$ cat config.mk
export PLATFORM = sky130hd
export DESIGN_NAME = hazard_ctrl
export DESIGN_NICKNAME = d
export VERILOG_FILES = /design/src/rtl/hazard_ctrl.sv
export SDC_FILE = /design/constraint.sdc
export NUM_CORES = 1
export LEC_CHECK = 0
export ABC_AREA = 1
export BUFFER_PORTS_ARGS = -buffer_cell sky130_fd_sc_hd__buf_2
export CORE_ASPECT_RATIO = 0.9
export CORE_MARGIN = 2
export CORE_UTILIZATION = 40
export DETAILED_ROUTE_END_ITERATION = 7
export RECOVER_POWER = 100
export SLEW_MARGIN = 40
export SYNTH_ARGS = -nofsm -noshare
export SYNTH_HDL_FRONTEND = slang
export SYNTH_SLANG_ARGS = --single-unit
export TNS_END_PERCENT = 20
$ cat constraint.sdc
create_clock -name clk -period 3.44 [get_ports clk]
set_input_delay 0.344 -clock clk [delete_from_list [all_inputs] [get_ports clk]]
set_output_delay 0.344 -clock clk [all_outputs]
set_load 0.05 [all_outputs]
$ cat src/rtl/hazard_ctrl.sv
// Pipeline hazard sequencer: stall/flush control for IF/ID, ID/EX, EX/MEM and PC,
// with an MDU wait timer, sticky timeout flag and saturating stall/flush counters.
module hazard_ctrl #(
  parameter int MDU_TIMEOUT = 64,
  parameter int CNT_W       = 32
) (
  input  logic             clk,
  input  logic             rst,
  input  logic [4:0]       rs1D,
  input  logic [4:0]       rs2D,
  input  logic             use_rs1D,
  input  logic             use_rs2D,
  input  logic [4:0]       rdE,
  input  logic             reg_writeE,
  input  logic             mem_readE,
  input  logic             branch_takenE,
  input  logic             mdu_startE,
  input  logic             mdu_done,
  input  logic             imem_ready,
  input  logic             dmem_ready,
  output logic             stallF,
  output logic             stallD,
  output logic             stallE,
  output logic             stallM,
  output logic             flushD,
  output logic             flushE,
  output logic             flushM,
  output logic             mdu_err,
  output logic [CNT_W-1:0] stall_cnt,
  output logic [CNT_W-1:0] flush_cnt
);

  // state     | meaning
  // RUN       | normal flow; rules 3-6 evaluated
  // MDU_WAIT  | multi-cycle MDU op held in EX, timer running
  // DMEM_WAIT | data memory wait seen last cycle; acts as RUN once dmem_ready returns
  typedef enum logic [1:0] {RUN, MDU_WAIT, DMEM_WAIT} state_t;

  localparam int              TW    = $clog2(MDU_TIMEOUT + 1);
  localparam logic [TW-1:0]   T_MAX = TW'(MDU_TIMEOUT);
  localparam logic [CNT_W-1:0] C_MAX = {CNT_W{1'b1}};

  state_t        state, state_nxt;
  logic [TW-1:0] timer;
  logic          load_use, mdu_exit, timed_out, branch_fire;

  assign load_use = mem_readE && reg_writeE && (rdE != 5'd0) &&
                    ((use_rs1D && (rs1D == rdE)) || (use_rs2D && (rs2D == rdE)));
  assign mdu_exit  = (state == MDU_WAIT) && dmem_ready && (mdu_done || (timer == T_MAX));
  assign timed_out = mdu_exit && !mdu_done;

  always_ff @(posedge clk or posedge rst) begin
    if (rst) state <= RUN;
    else     state <= state_nxt;
  end

  // An MDU op stays in MDU_WAIT across a data-memory stall; only its timer freezes.
  always_comb begin
    state_nxt = state;
    if (!dmem_ready)
      state_nxt = (state == MDU_WAIT) ? MDU_WAIT : DMEM_WAIT;
    else if (state == MDU_WAIT)
      state_nxt = mdu_exit ? RUN : MDU_WAIT;
    else if (mdu_startE)
      state_nxt = MDU_WAIT;
    else
      state_nxt = RUN;
  end

  always_comb begin
    stallF = 1'b0; stallD = 1'b0; stallE = 1'b0; stallM = 1'b0;
    flushD = 1'b0; flushE = 1'b0; flushM = 1'b0;
    branch_fire = 1'b0;
    if (rst) begin
      flushD = 1'b1; flushE = 1'b1; flushM = 1'b1;
    end else if (!dmem_ready) begin
      stallF = 1'b1; stallD = 1'b1; stallE = 1'b1; stallM = 1'b1;
    end else if (state == MDU_WAIT) begin
      if (!mdu_exit) begin
        stallF = 1'b1; stallD = 1'b1; stallE = 1'b1; flushM = 1'b1;
      end
    end else if (mdu_startE) begin
      stallF = 1'b1; stallD = 1'b1; stallE = 1'b1; flushM = 1'b1;
    end else if (branch_takenE) begin
      flushD = 1'b1; flushE = 1'b1; branch_fire = 1'b1;
    end else if (load_use) begin
      stallF = 1'b1; stallD = 1'b1; flushE = 1'b1;
    end else if (!imem_ready) begin
      stallF = 1'b1; flushD = 1'b1;
    end
  end

  always_ff @(posedge clk or posedge rst) begin
    if (rst) begin
      timer <= '0;
    end else if (dmem_ready) begin
      if (state != MDU_WAIT && mdu_startE)
        timer <= TW'(1);
      else if (state == MDU_WAIT && timer != T_MAX)
        timer <= timer + TW'(1);
    end
  end

  always_ff @(posedge clk or posedge rst) begin
    if (rst) begin
      mdu_err   <= 1'b0;
      stall_cnt <= '0;
      flush_cnt <= '0;
    end else begin
      if (timed_out)                       mdu_err   <= 1'b1;
      if (stallF && stall_cnt != C_MAX)    stall_cnt <= stall_cnt + CNT_W'(1);
      if (branch_fire && flush_cnt != C_MAX) flush_cnt <= flush_cnt + CNT_W'(1);
    end
  end

endmodule

==> flow_metrics.tcl <==
set metrics [dict create \
    cts_made_buffers 9 \
    finClkSkew_ns 0.00408 \
    whs_ns 0.229 \
    hold_viol_final 0 \
    violations "max-capacitance violations, max-slew violations" \
    yosysWarningCount 0 \
    dieArea_sq_um 13500 \
    crit_slowest_cell "clkbuf_1" \
    crit_path_end_kind "output pin" \
    synth.avg_cell_area_sq_um 7.05 \
    fin_crit_ns 2.87 \
    worstHoldStart "dmem_ready" \
    grt_pass1_wl_mm 21.5 \
    cts_root_buf "clkbuf_16" \
    antenna_left 0 \
    cp_cell_sequence "inv_1, ha_1, inv_1, nor2_1, nand3_1, nand2_1, nand2_1, nand2_1, nand2_1, nand2_2, nand3_2, buf_4, clkbuf_1" \
    ios 98 \
    finalCritPeriodShare 0.833 \
    initial_core_util 0.413 \
    io_buffers 97 \
    worst_slew_pin_slew_ns 1.94 \
    diodes 0 \
    antenna_found_initial 0 \
    crit_required_ns 3.10 \
    seq_area_frac_synth 0.369 \
    crit_top_cell "nand2_1" \
    grt_use_total 0.204 \
    crit_type "flip-flop to output pin" \
    viasPerCell 4.98 \
    clkSlewWorstSetupHoldPaths_ns 0.06 \
    wl_mm 13.0 \
    hold_buffers 0 \
    leakage_nw 2.79 \
    place_ws_ns 1.10 \
    r2r_start "stall_cnt[1]" \
    gp_congestion 0.959 \
    final_cells 976 \
    critPathLaunchType "flip-flop" \
    drive_gt1_frac 0.0956 \
    worst_slack_ns 0.574 \
    ys_types 37 \
    synth.cell_area_sq_um 5020 \
    synth-seq-cells 74 \
    p_per_area_nw_per_um2 467 \
    cpPeakStageDelay_ns 0.52 \
    cts_buffer_depth 2 \
    ctsResizeCount 0 \
    grt_overflow_total 0 \
    slew_headroom -0.295 \
    crit_arrival_ns 2.52 \
    grt_pass1_vias 4524 \
    ir_drop_mv 0.253 \
    crit_path_start "timer[0]" \
    maxSlewViolCount 37 \
    grt_max_degree 43 \
    drc_errors 0 \
    cts_tree "built" \
    wl_per_cell_microns 13.3 \
    dp_hpwl_mm 9.79 \
    rsz0062_at_grt "false" \
    die_y_microns 110 \
    cp_max_fo 40 \
    r2r_slack_ns 0.64 \
    drt_iter0_drc 328 \
    core_sq_um 12200 \
    drv_cap 1 \
    cts_setup_buffers 0 \
    die_x_microns 122 \
    num_vias 4858 \
    syn2layout_area_growth_pct 14.9 \
    nets 841 \
    finalSetupViolCount 0 \
    htree_levels 3 \
    syn-num-nets 743 \
    numClockSinks 74 \
    dp_cells 960 \
    clock_latency_ns 0.34 \
    fmax_ghz 0.349 \
    tns_ns 0 \
    hp-class "primary input to flip-flop" \
    std_cell_rows 38 \
    dr.pass1.iters 5 \
    syn_inst 713 \
    status "complete, but fails checks" \
]
[cell usage after synthesis]
cell type	instances	area, sq um
inv_1	73	274
o31ai_1	1	7.51
nand2_2	4	25.0
a31o_2	1	8.76
buf_2	2	10.0
nor2_4	1	11.3
nand4_4	1	21.3
a22oi_1	1	7.51
nor2_1	81	304
nor2_2	8	50.1
inv_2	7	26.3
nor3b_1	2	15.0
o211ai_1	1	7.51
nor4_1	4	25.0
a21oi_1	1	5.00
nand4_1	16	100
a32o_1	1	10.0
o21ai_2	6	52.6
ha_1	4	50.1
nand2b_1	1	6.26
a31oi_1	1	6.26
nand3b_1	5	37.5
nor3_2	5	50.1
xor2_1	36	315
nand2_4	2	22.5
nand2_1	252	946
buf_4	4	30.0
o21ai_1	2	10.0
dfrtp_1	74	1850
buf_6	7	78.8
nor3_1	27	135
nand3_1	51	255
and3_1	2	12.5
xnor2_1	13	114
inv_4	1	6.26
o21ai_0	3	15.0
nand3_2	12	120
[per-layer routing]
| layer | wire length [microns] | global-route usage | vias up | share of wire |
|---|---|---|---|---|
| li1 | - | - | 2448 | - |
| met1 | 6390 | 0.280 | 2271 | 0.49 |
| met2 | 5700 | 0.317 | 122 | 0.44 |
| met3 | 713 | 0.0566 | 17 | 0.055 |
| met4 | 208 | 0.0558 | 0 | 0.016 |
| met5 | 0 | 0 | - | 0 |
[critical path: cells and delay by family, from the launching register on]
family | cells | cell delay (ns)
simple gates | 8 | 0.53
fa+ha+maj | 1 | 0.19
flops | 1 | 0.37
buf+inv | 4 | 1.05
[cell usage in the layout, fill, tap and decap left out, types with 4 or more instances in the layout]
| cell type | netlist | layout |
|---|---|---|
| buf_2 | 2 | 24 |
| inv_2 | 7 | 6 |
| nand3_1 | 51 | 51 |
| nor2_1 | 81 | 84 |
| nor2_2 | 8 | 5 |
| clkbuf_16 | 0 | 9 |
| ha_1 | 4 | 4 |
| nand3_2 | 12 | 12 |
| nand4_1 | 16 | 16 |
| nor4_1 | 4 | 4 |
| dfrtp_1 | 74 | 74 |
| nand2_2 | 4 | 4 |
| nor3_1 | 27 | 27 |
| nand2_1 | 252 | 253 |
| xnor2_1 | 13 | 13 |
| clkbuf_1 | 0 | 76 |
| nor3_2 | 5 | 5 |
| xor2_1 | 36 | 36 |
| o21ai_0 | 3 | 10 |
| nand3b_1 | 5 | 5 |
| inv_1 | 73 | 72 |
[cells by family after synthesis]
family	count (synthesis)	share of synthesized area
simple gates	474	0.425
buf+inv	94	0.0847
flops	74	0.369
xor+xnor	49	0.0854
compound gates	18	0.0259
fa+ha+maj	4	0.00996
[flip-flops by register name (all words and copies together) (netlist names)]
signal	count
flush_cnt	32
mdu_err	1
stall_cnt	32
state	2
timer	7
[layout make-up]
cell class | instances | area [sq um]
clock buffer | 12 | 246
clock inverter | 4 | 51.3
fill | 1291 | 6400
inverter | 81 | 308
multi-input combinational | 545 | 2700
sequential | 74 | 1850
tap | 160 | 200
timing repair buffer | 100 | 413
[final timing paths]
check / end / depth (start not counted)
setup / recovery: stallF / 13
hold / removal: state[1] / 2
setup reg to reg: stall_cnt[1] / 9
hold reg to reg: mdu_err / 1
max in group asynchronous: stall_cnt[15] / 4
min in group asynchronous: state[0] / 3
[power by group]
| part | total [mW] | switching, mW | internal (mW) |
|---|---|---|---|
| sequential | 1.06 | 0.106 | 0.954 |
| clock | 0.950 | 0.369 | 0.582 |
| combinational | 0.684 | 0.538 | 0.147 |
[stage by stage]
stage / cell area, sq um / total power [mW] / utilization
2_1_floorplan: 5020 / 1.62 / -
3_3_place_gp: 5610 / 1.79 / 0.461
3_5_place_dp: 5610 / 1.80 / 0.461
4_1_cts: 5910 / 2.76 / 0.486
5_1_grt: 5770 / 2.84 / 0.474
6_report: 5770 / 2.69 / 0.474
No activity file was read; power rests on OpenSTA's default activity.
